[src/rtl/i2c_pkg.sv]
// Shared types and constants for the single-byte I2C master sequencer.
// bus_levels() maps a sequencer position to the {scl, sda} pad levels.
package i2c_pkg;

  typedef enum logic [2:0] {
    ST_IDLE,
    ST_START,
    ST_ADDR,
    ST_ACK1,
    ST_DATA,
    ST_ACK2,
    ST_STOP
  } i2c_state_e;

  localparam logic [1:0] PH0 = 2'd0;
  localparam logic [1:0] PH1 = 2'd1;
  localparam logic [1:0] PH2 = 2'd2;
  localparam logic [1:0] PH3 = 2'd3;

  localparam int unsigned BITS_PER_BYTE = 8;

  // Returns {scl, sda}; 1 means released. Bit slots hold SCL high in ph1-2 only.
  function automatic logic [1:0] bus_levels(input i2c_state_e st,
                                            input logic [1:0] ph,
                                            input logic       bit_val,
                                            input logic       rd);
    logic       scl_bit;
    logic [1:0] lv;
    scl_bit = (ph == PH1) || (ph == PH2);
    lv      = 2'b11;
    case (st)
      ST_START: begin
        if (ph == PH0)      lv = 2'b11;
        else if (ph == PH1) lv = 2'b10;
        else                lv = 2'b00;
      end
      ST_ADDR:          lv = {scl_bit, bit_val};
      ST_DATA:          lv = {scl_bit, rd | bit_val};
      ST_ACK1, ST_ACK2: lv = {scl_bit, 1'b1};
      ST_STOP: begin
        if (ph == PH0)      lv = 2'b00;
        else if (ph == PH1) lv = 2'b10;
        else                lv = 2'b11;
      end
      default:          lv = 2'b11;
    endcase
    return lv;
  endfunction

endpackage

[src/rtl/i2c_qtick_gen.sv]
// SCL quarter-period tick generator: CLK_DIV-cycle counter plus 2-bit phase.
// Both restart at 0 on clr_i; phase_nxt_o lets the parent register outputs in step.
module i2c_qtick_gen #(
  parameter int unsigned CLK_DIV = 4
) (
  input  logic       clk,
  input  logic       reset,
  input  logic       clr_i,
  input  logic       en_i,
  output logic       qtick_o,
  output logic [1:0] phase_o,
  output logic [1:0] phase_nxt_o
);

  localparam int unsigned CW = (CLK_DIV > 1) ? $clog2(CLK_DIV) : 1;

  logic [CW-1:0] cnt_q, cnt_d;
  logic [1:0]    phase_q, phase_d;

  assign qtick_o = en_i && (cnt_q == CW'(CLK_DIV - 1));

  always_comb begin
    cnt_d   = cnt_q;
    phase_d = phase_q;
    if (clr_i) begin
      cnt_d   = '0;
      phase_d = '0;
    end else if (en_i) begin
      if (qtick_o) begin
        cnt_d   = '0;
        phase_d = phase_q + 2'd1;
      end else begin
        cnt_d = cnt_q + CW'(1);
      end
    end
  end

  always_ff @(posedge clk) begin
    if (reset) begin
      cnt_q   <= '0;
      phase_q <= '0;
    end else begin
      cnt_q   <= cnt_d;
      phase_q <= phase_d;
    end
  end

  assign phase_o     = phase_q;
  assign phase_nxt_o = phase_d;

endmodule

[src/rtl/i2c_master_seq.sv]
// Single-byte I2C master: START, address+R/W, ACK check, one data byte, ACK/NACK, STOP.
// All outputs are registered; pad levels are decoded from the next-state values.
module i2c_master_seq #(
  parameter int unsigned CLK_DIV = 4
) (
  input  logic       clk,
  input  logic       reset,
  input  logic       start,
  input  logic [6:0] addr,
  input  logic       rw,
  input  logic [7:0] wdata,
  input  logic       sda_i,
  output logic       scl_o,
  output logic       sda_o,
  output logic       busy,
  output logic       done,
  output logic       ack_err,
  output logic [7:0] rdata
);

  import i2c_pkg::*;

  localparam logic [2:0] LAST_BIT = 3'(BITS_PER_BYTE - 1);

  i2c_state_e state_q, state_d;
  logic [2:0] bit_q, bit_d;
  logic [7:0] tx_q, tx_d;
  logic [7:0] rx_q, rx_d;
  logic [7:0] wdata_q, wdata_d;
  logic [7:0] rdata_q, rdata_d;
  logic       rw_q, rw_d;
  logic       nack_q, nack_d;
  logic       busy_q, busy_d;
  logic       done_q, done_d;
  logic       ack_err_q, ack_err_d;
  logic       scl_q, scl_d;
  logic       sda_q, sda_d;

  logic       accept;
  logic       qtick;
  logic       end_ph1;
  logic       end_ph3;
  logic [1:0] phase_q;
  logic [1:0] phase_nxt;

  assign accept  = (state_q == ST_IDLE) && start;
  assign end_ph1 = qtick && (phase_q == PH1);
  assign end_ph3 = qtick && (phase_q == PH3);

  i2c_qtick_gen #(
    .CLK_DIV(CLK_DIV)
  ) u_qtick (
    .clk        (clk),
    .reset      (reset),
    .clr_i      (accept),
    .en_i       (busy_q),
    .qtick_o    (qtick),
    .phase_o    (phase_q),
    .phase_nxt_o(phase_nxt)
  );

  always_comb begin
    state_d   = state_q;
    bit_d     = bit_q;
    tx_d      = tx_q;
    rx_d      = rx_q;
    wdata_d   = wdata_q;
    rdata_d   = rdata_q;
    rw_d      = rw_q;
    nack_d    = nack_q;
    busy_d    = busy_q;
    done_d    = 1'b0;
    ack_err_d = ack_err_q;

    case (state_q)
      ST_IDLE: begin
        if (start) begin
          state_d   = ST_START;
          busy_d    = 1'b1;
          tx_d      = {addr, rw};
          rw_d      = rw;
          wdata_d   = wdata;
          nack_d    = 1'b0;
          ack_err_d = 1'b0;
          bit_d     = '0;
        end
      end
      ST_START: begin
        if (end_ph3) begin
          state_d = ST_ADDR;
          bit_d   = '0;
        end
      end
      ST_ADDR: begin
        if (end_ph3) begin
          if (bit_q == LAST_BIT) begin
            state_d = ST_ACK1;
          end else begin
            bit_d = bit_q + 3'd1;
            tx_d  = {tx_q[6:0], 1'b0};
          end
        end
      end
      ST_ACK1: begin
        if (end_ph1) nack_d = sda_i;
        if (end_ph3) begin
          if (nack_q) begin
            state_d = ST_STOP;
          end else begin
            state_d = ST_DATA;
            bit_d   = '0;
            tx_d    = wdata_q;
          end
        end
      end
      ST_DATA: begin
        // Read bits are captured mid-high (end of ph1), well clear of SCL edges.
        if (end_ph1 && rw_q) rx_d = {rx_q[6:0], sda_i};
        if (end_ph3) begin
          if (bit_q == LAST_BIT) begin
            state_d = ST_ACK2;
          end else begin
            bit_d = bit_q + 3'd1;
            tx_d  = {tx_q[6:0], 1'b0};
          end
        end
      end
      ST_ACK2: begin
        if (end_ph1 && !rw_q) nack_d = sda_i;
        if (end_ph3) state_d = ST_STOP;
      end
      ST_STOP: begin
        if (end_ph3) begin
          state_d   = ST_IDLE;
          busy_d    = 1'b0;
          done_d    = 1'b1;
          ack_err_d = nack_q;
          if (rw_q && !nack_q) rdata_d = rx_q;
        end
      end
      default: state_d = ST_IDLE;
    endcase

    {scl_d, sda_d} = bus_levels(state_d, phase_nxt, tx_d[7], rw_d);
  end

  always_ff @(posedge clk) begin
    if (reset) begin
      state_q   <= ST_IDLE;
      bit_q     <= '0;
      tx_q      <= '0;
      rx_q      <= '0;
      wdata_q   <= '0;
      rdata_q   <= '0;
      rw_q      <= 1'b0;
      nack_q    <= 1'b0;
      busy_q    <= 1'b0;
      done_q    <= 1'b0;
      ack_err_q <= 1'b0;
      scl_q     <= 1'b1;
      sda_q     <= 1'b1;
    end else begin
      state_q   <= state_d;
      bit_q     <= bit_d;
      tx_q      <= tx_d;
      rx_q      <= rx_d;
      wdata_q   <= wdata_d;
      rdata_q   <= rdata_d;
      rw_q      <= rw_d;
      nack_q    <= nack_d;
      busy_q    <= busy_d;
      done_q    <= done_d;
      ack_err_q <= ack_err_d;
      scl_q     <= scl_d;
      sda_q     <= sda_d;
    end
  end

  assign scl_o   = scl_q;
  assign sda_o   = sda_q;
  assign busy    = busy_q;
  assign done    = done_q;
  assign ack_err = ack_err_q;
  assign rdata   = rdata_q;

endmodule
[config.mk]
export PLATFORM = sky130hd
export DESIGN_NAME = i2c_master_seq
export DESIGN_NICKNAME = d
export VERILOG_FILES = /design/src/rtl/i2c_pkg.sv /design/src/rtl/i2c_qtick_gen.sv /design/src/rtl/i2c_master_seq.sv
export SDC_FILE = /design/constraint.sdc
export NUM_CORES = 1
export LEC_CHECK = 0
export ABC_CLOCK_PERIOD_IN_PS = 2450
export CAP_MARGIN = 30
export CORE_ASPECT_RATIO = 0.5
export CORE_MARGIN = 10
export CORE_UTILIZATION = 25
export DETAILED_ROUTE_END_ITERATION = 10
export GPL_ROUTABILITY_DRIVEN = 0
export PLACE_DENSITY = 0.52
export SLEW_MARGIN = 20
export SYNTH_ARGS = -nofsm -noshare
export SYNTH_HDL_FRONTEND = slang
export SYNTH_SLANG_ARGS = --single-unit
[constraint.sdc]
create_clock -name clk -period 2.45 [get_ports clk]
set_input_delay 0.245 -clock clk [delete_from_list [all_inputs] [get_ports clk]]
set_output_delay 0.245 -clock clk [all_outputs]
set_load 0.005 [all_outputs]
# ---- After elaboration in Yosys (flattened, before gate mapping)
# Cells that the tools add are included.
dict set report word_totals {
  reg_bits 49
  latch_bits 0
  ramBits 0
  rom_bits 0
  inputBits 20
  output_inout_bits 13
  word_cells 120
  n_memories 0
}
dict set report op_classes {
  n_addsub 3
  n_mul 0
  div 0
  n_lt_le_gt_ge 0
  eq_ne 27
  shifts 0
  n_mux 45
  bitwise_logic 2
  n_reduce_logical 27
}
# operator n
set ops {}
lappend ops {{$mux 3} 15}
lappend ops {{$mux 8} 5}
lappend ops {{$pmux 8 s3} 1}
lappend ops {{$eq 3x3->1 const B} 7}
lappend ops {{$pmux 3 s7} 1}
lappend ops {{$mux 2} 8}
lappend ops {{$ne 2x2->1 const B} 8}
lappend ops {{$eq 3x2->1 const B} 4}
lappend ops {{$pmux 3 s4} 1}
lappend ops {{$mux 1} 10}
lappend ops {{$pmux 2 s5} 1}
lappend ops {{$reduce_or 2->1} 4}
lappend ops {{$logic_and 1x1->1} 7}
lappend ops {{$reduce_and 7->1} 1}
lappend ops {{$eq 2x2->1 const B} 3}
lappend ops {{$eq 3x1->1 const B} 2}
lappend ops {{$reduce_and 3->1} 2}
lappend ops {{$reduce_and 6->1} 1}
lappend ops {{$reduce_bool 3->1} 2}
lappend ops {{$add 2x1->2 const B} 2}
lappend ops {{$eq 2x1->1 const B} 2}
lappend ops {{$pmux 1 s2} 2}
lappend ops {{$reduce_and 2->1} 2}
lappend ops {{$reduce_and 4->1} 1}
lappend ops {{11 further kinds} 12}

# ---- Logic depth before layout (Yosys ltp)
dict set report depth {
  depth_word 9
  mapped_depth 11
  mapped_depth_nobuf 10
}

# ---- Cells and area by module
# A second synthesis with hierarchy kept.
dict set report hier_totals {
  hier_cells 266
  hier_area_um2 2461.1
}
# module n_inst cells_per_inst area_each_um2 seq_area_each_um2
set by_module_without_submodules {}
lappend by_module_without_submodules {i2c_master_seq 1 242 2234.6 900.9}
lappend by_module_without_submodules {i2c_qtick_gen 1 24 226.5 80.1}

# ---- Least setup slack after synthesis
# OpenSTA, ideal clock, no wires.
dict set report synth_path {
  path_kind {reg2reg}
  start {register u_qtick.cnt_q[0]}
  end {register sda_q, in the netlist sda_o}
  setup_time_ns 0.136
  arrival_time_ns 2.023
  t_required_ns 2.314
  setup_slack_ns 0.290
  path_stages_with_launch 10
  n_path_buf 1
  period_less_slack_ns 2.160
  cell_sequence {dfxtp_1 -> ha_1 -> buf_4 -> nand2_1 -> xor2_1 -> or2_2 -> ha_1 -> or4_1 -> mux2i_1 -> o211ai_1}
}
dict set report synth_via {
  elab_chain_cells 9
  elab_cells_between_ends 30
}
# element line_no
set synth_lines {}
lappend synth_lines {{start, declared} i2c_qtick_gen.sv:17} ;# logic [CW-1:0] cnt_q, cnt_d;
lappend synth_lines {{start signal, assigned} i2c_qtick_gen.sv:43} ;# cnt_q <= cnt_d;
lappend synth_lines {{$eq 2x2->1 *} i2c_qtick_gen.sv:20} ;# assign qtick_o = en_i && (cnt_q == CW'(CLK_DIV - 1));
lappend synth_lines {{$logic_and 1x1->1 *} i2c_qtick_gen.sv:20}
lappend synth_lines {{$mux 2} i2c_qtick_gen.sv:29} ;# if (qtick_o) begin
lappend synth_lines {{$mux 2} i2c_qtick_gen.sv:28} ;# end else if (en_i) begin
lappend synth_lines {{$mux 2} i2c_qtick_gen.sv:25} ;# if (clr_i) begin
lappend synth_lines {{$eq 2x1->1} i2c_pkg.sv:42} ;# else if (ph == PH1) lv = 2'b10;
lappend synth_lines {{$mux 1} i2c_pkg.sv:42}
lappend synth_lines {{$mux 2} i2c_pkg.sv:41} ;# if (ph == PH0) lv = 2'b00;
lappend synth_lines {{$pmux 2 s5 *} i2c_pkg.sv:31} ;# case (st)
lappend synth_lines {{end signal, assigned} i2c_master_seq.sv:161} ;# sda_q <= 1'b1;
lappend synth_lines {{end signal, assigned} i2c_master_seq.sv:175} ;# sda_q <= sda_d;
lappend synth_lines {{end, declared} i2c_master_seq.sv:37} ;# logic sda_q, sda_d;
# Mark *: on every way between the ends. The rest lies on a longest branch, timed or not. The select of a mux whose other input is x is not followed.
# A chain may end at the register's enable or synchronous reset.

# ---- Worst setup path in the final report
dict set report layout_path {
  start {register u_qtick.phase_q[0], in the netlist u_qtick.phase_o[0]}
  end {register rdata_q[0], in the netlist rdata[0]}
}
dict set report layout_via {
  elab_chain_cells 3
}
# element line_no
set layout_lines {}
lappend layout_lines {{start, declared} i2c_qtick_gen.sv:18} ;# logic [1:0] phase_q, phase_d;
lappend layout_lines {{start signal, assigned} i2c_qtick_gen.sv:44} ;# phase_q <= phase_d;
lappend layout_lines {{$eq 2x2->1} i2c_master_seq.sv:48} ;# assign end_ph3 = qtick && (phase_q == PH3);
lappend layout_lines {{$logic_and 1x1->1} i2c_master_seq.sv:48}
lappend layout_lines {{$reduce_and 3->1 (no source line)} n/a}
lappend layout_lines {{end signal, assigned} i2c_master_seq.sv:168} ;# rdata_q <= rdata_d;
lappend layout_lines {{end, declared} i2c_master_seq.sv:30} ;# logic [7:0] rdata_q, rdata_d;
# No other way between the ends.

==> impl_results.md <==
- Outcome: finished clean
- Grt total ovfl: 0
- Clk_skew: 6.03 ps
- Final setup violating endpoints: 0
- DRC: 0
- Non-Filler Instances: 421
- All-Layer GR Usage: 8.76%
- CP endpoint: rdata[0]
- Routed met1 length: 2770 µm
- Die height: just under 90 µm
- Commonest non-fill, non-tap cell in the layout: dfxtp_1
- Post-synth cell types: 50
- P&R area growth vs syn: 27.6%
- Register area share after synthesis: 42.3%
- Root Buffer: clkbuf_16
- Vias in the first global route: slightly below 2000
- Number of flops mapped to enable cells by yosys: 0
- Vias/cell: 4.86
- Synthesized flop and latch total: 49
- Multi-input gate area: between 1000 and 1500 µm²
- Max FO, Critical Path: 8
- Tmin final: 2190 ps
- Worst Hold Depth: 2
- Main synth FF type: dfxtp_1
- Hold Buf Count CTS: 0
- Skew-Pair Late Insertion Delay: 290 ps
- Clock transition at path regs: 70 ps
- Buffers inserted by post-CTS timing repair: 0
- Required time worst endpoint: around 2600 ps
- Core ar.: 8860 µm²
- CTS Buf Count: 5
- Final net count: 330
- Mapped Area: approximately 2300 µm²
- Most frequent cells in the layout: 49 x dfxtp_1, 35 x nor2_1, 33 x nand2_1, 32 x clkdlybuf4s50_1, 29 x a21oi_1
- Placed Cells: approximately 410
- Slew Viols, Final: 0
- Critical Path Sink Type: flop
- Startpoint Class: flop
- CTS resizes: 0
- Worst VDD drop: just over 0.0002 V
- Initial antenna violation count: 0
- Antenna viol nets, final: 0
- Fmax: roughly 460 MHz
- Starting Density: 26.2%
- Pre-Repair DR Iteration Count: 4
- Crit path from: u_qtick.phase_o[0]
- R2R cell count: 6
- Synth Instances: between 200 and 300
- Register Area: 981 µm²
- Std cell rows: 24
- First-pass GRT wire length: roughly 10000 µm
- Final period util: 89.4%
- Endpoints failing hold: 0
- Minimum hold slack: 456 ps
- RR Startpoint: u_qtick.phase_o[0]
- Max cap viols: 0
- Cell leakage power: 1.11 nW
- Final core utilization: 33.4%
- Antenna Diode Count: 0
- DR WL/cell: ~14 µm
- Initial DRC Count: around 220
- Dpl hpwl: 4250 µm
- Die ar.: 13800 µm²
- Layout cells sized above 1: 10.5%
- Class of the worst hold path: reg -> reg
- Post-synthesis async set-or-reset flop share: 0%
- Via count: 2045
- Fillers: 901
- Worst slew margin: 56.1%
- Yosys Warn Count: 0
- I/O pins: 33
- Syn_nets: 296
- Input/output buffers: 32
- Setup slack, reg-to-reg: 260 ps
- Routed wl met2: 2800 µm
- Clk sinks: 49
- Total routed wirelength: 5930 µm
- Setup TNS: 0 ps
- Mapped Avg Cell Area: 8.61 µm²
- CTS tree: built
- Die Wd: 156 µm
- Crit path kind: reg -> reg
- Met3 routed WL: 299 µm
- Top sig layer: met4
- WP data arrival: 2360 ps
- Pwr dens: 574 nW/µm²
- Max Root-Sink Buffers: 2
- Largest net degree at the start of global routing: 37
- H-tree depth: 2
- FF-to-FF End: rdata[0]
- Worst-Margin Slew: 659 ps
- RSZ-0062 raised after global routing: false
## cells by family (layout without fill, tap and decap cells)
logic type | Yosys count | count (layout) | share of synthesized area [%]
buffers and inverters | 23 | 58 | 4.43
XOR/XNOR | 2 | 2 | 0.756
adder cells (fa/ha/maj) | 7 | 7 | 3.78
multiplexers | 18 | 18 | 7.78
flip-flops | 49 | 49 | 42.3
AO/OA/AOI/OAI | 61 | 61 | 16.9
AND/OR/NAND/NOR | 109 | 109 | 24.0
## critical path, cell delays in order (launching register included)
cell,delay [ps]
dfxtp_1,380
ha_1,290
nand3_2,190
or3_4,450
nor3_4,460
mux2i_1,250
nor2_1,50
## routing by layer
| metal | track usage (%) | vias to the layer above |
|---|---|---|
| met4 | 2.98 | 0 |
| met5 | 0 | - |
| met1 | 11.1 | 982 |
| met3 | 2.30 | 4 |
| met2 | 14.2 | 32 |
| li1 | - | 1027 |
## through the flow
step,power [mW],cell area [µm²],setup WS [ps]
finish,1.70,2960,260
global route,1.77,2960,64.4
CTS,1.72,2960,263
detailed placement,0.998,2800,103
global placement,0.994,2800,183
floorplan,0.933,2320,290
## worst min-delay path by stage
stage / slack [ps] / endpoint / from
floorplan: 380 / wdata_q[0] / wdata[0]
global placement: 440 / wdata_q[6] / wdata_q[6]
detailed placement: 450 / wdata_q[7] / wdata_q[7]
CTS: 460 / wdata_q[7] / wdata_q[7]
global route: 480 / tx_q[6] / tx_q[6]
finish: 460 / wdata_q[7] / wdata_q[7]
## report_power, final
| group | switching [mW] | internal, mW |
|---|---|---|
| Combinational | 0.0771 | 0.0684 |
| Sequential | 0.0142 | 0.820 |
| Clock | 0.326 | 0.391 |
| Total | 0.417 | 1.28 |
## final cells by class
type	count	share of cell area (%)
Multi-Input combinational cell	197	42.0
Clock inverter	3	0.973
Clock buffer	5	4.23
Tap cell	117	4.95
Inverter	6	0.762
Timing Repair Buffer	44	13.9
Sequential cell	49	33.2
## sequential cells by signal, summed over array words and instances (netlist names)
name,cells
done,1
scl_o,1
u_qtick.cnt_q,2
busy,1
nack_q,1
wdata_q,8
ack_err,1
rx_q,8
tx_q,8
rw_q,1
sda_o,1
rdata,8
u_qtick.phase_o,2
state_q,3
bit_q,3
## cell usage after synthesis (4+ instances only)
cell | count | area [µm²]
dfxtp_1 | 49 | 981
nor2_1 | 35 | 131
nand2_1 | 33 | 124
a21oi_1 | 29 | 145
mux2i_1 | 18 | 180
clkbuf_1 | 10 | 37.5
a222oi_1 | 7 | 70.1
ha_1 | 7 | 87.6
inv_1 | 6 | 22.5
nor3_1 | 6 | 30.0
o21ai_0 | 6 | 30.0
buf_2 | 4 | 20.0
nand3_1 | 4 | 20.0
Note: power is estimated with default switching activity, not from simulation.
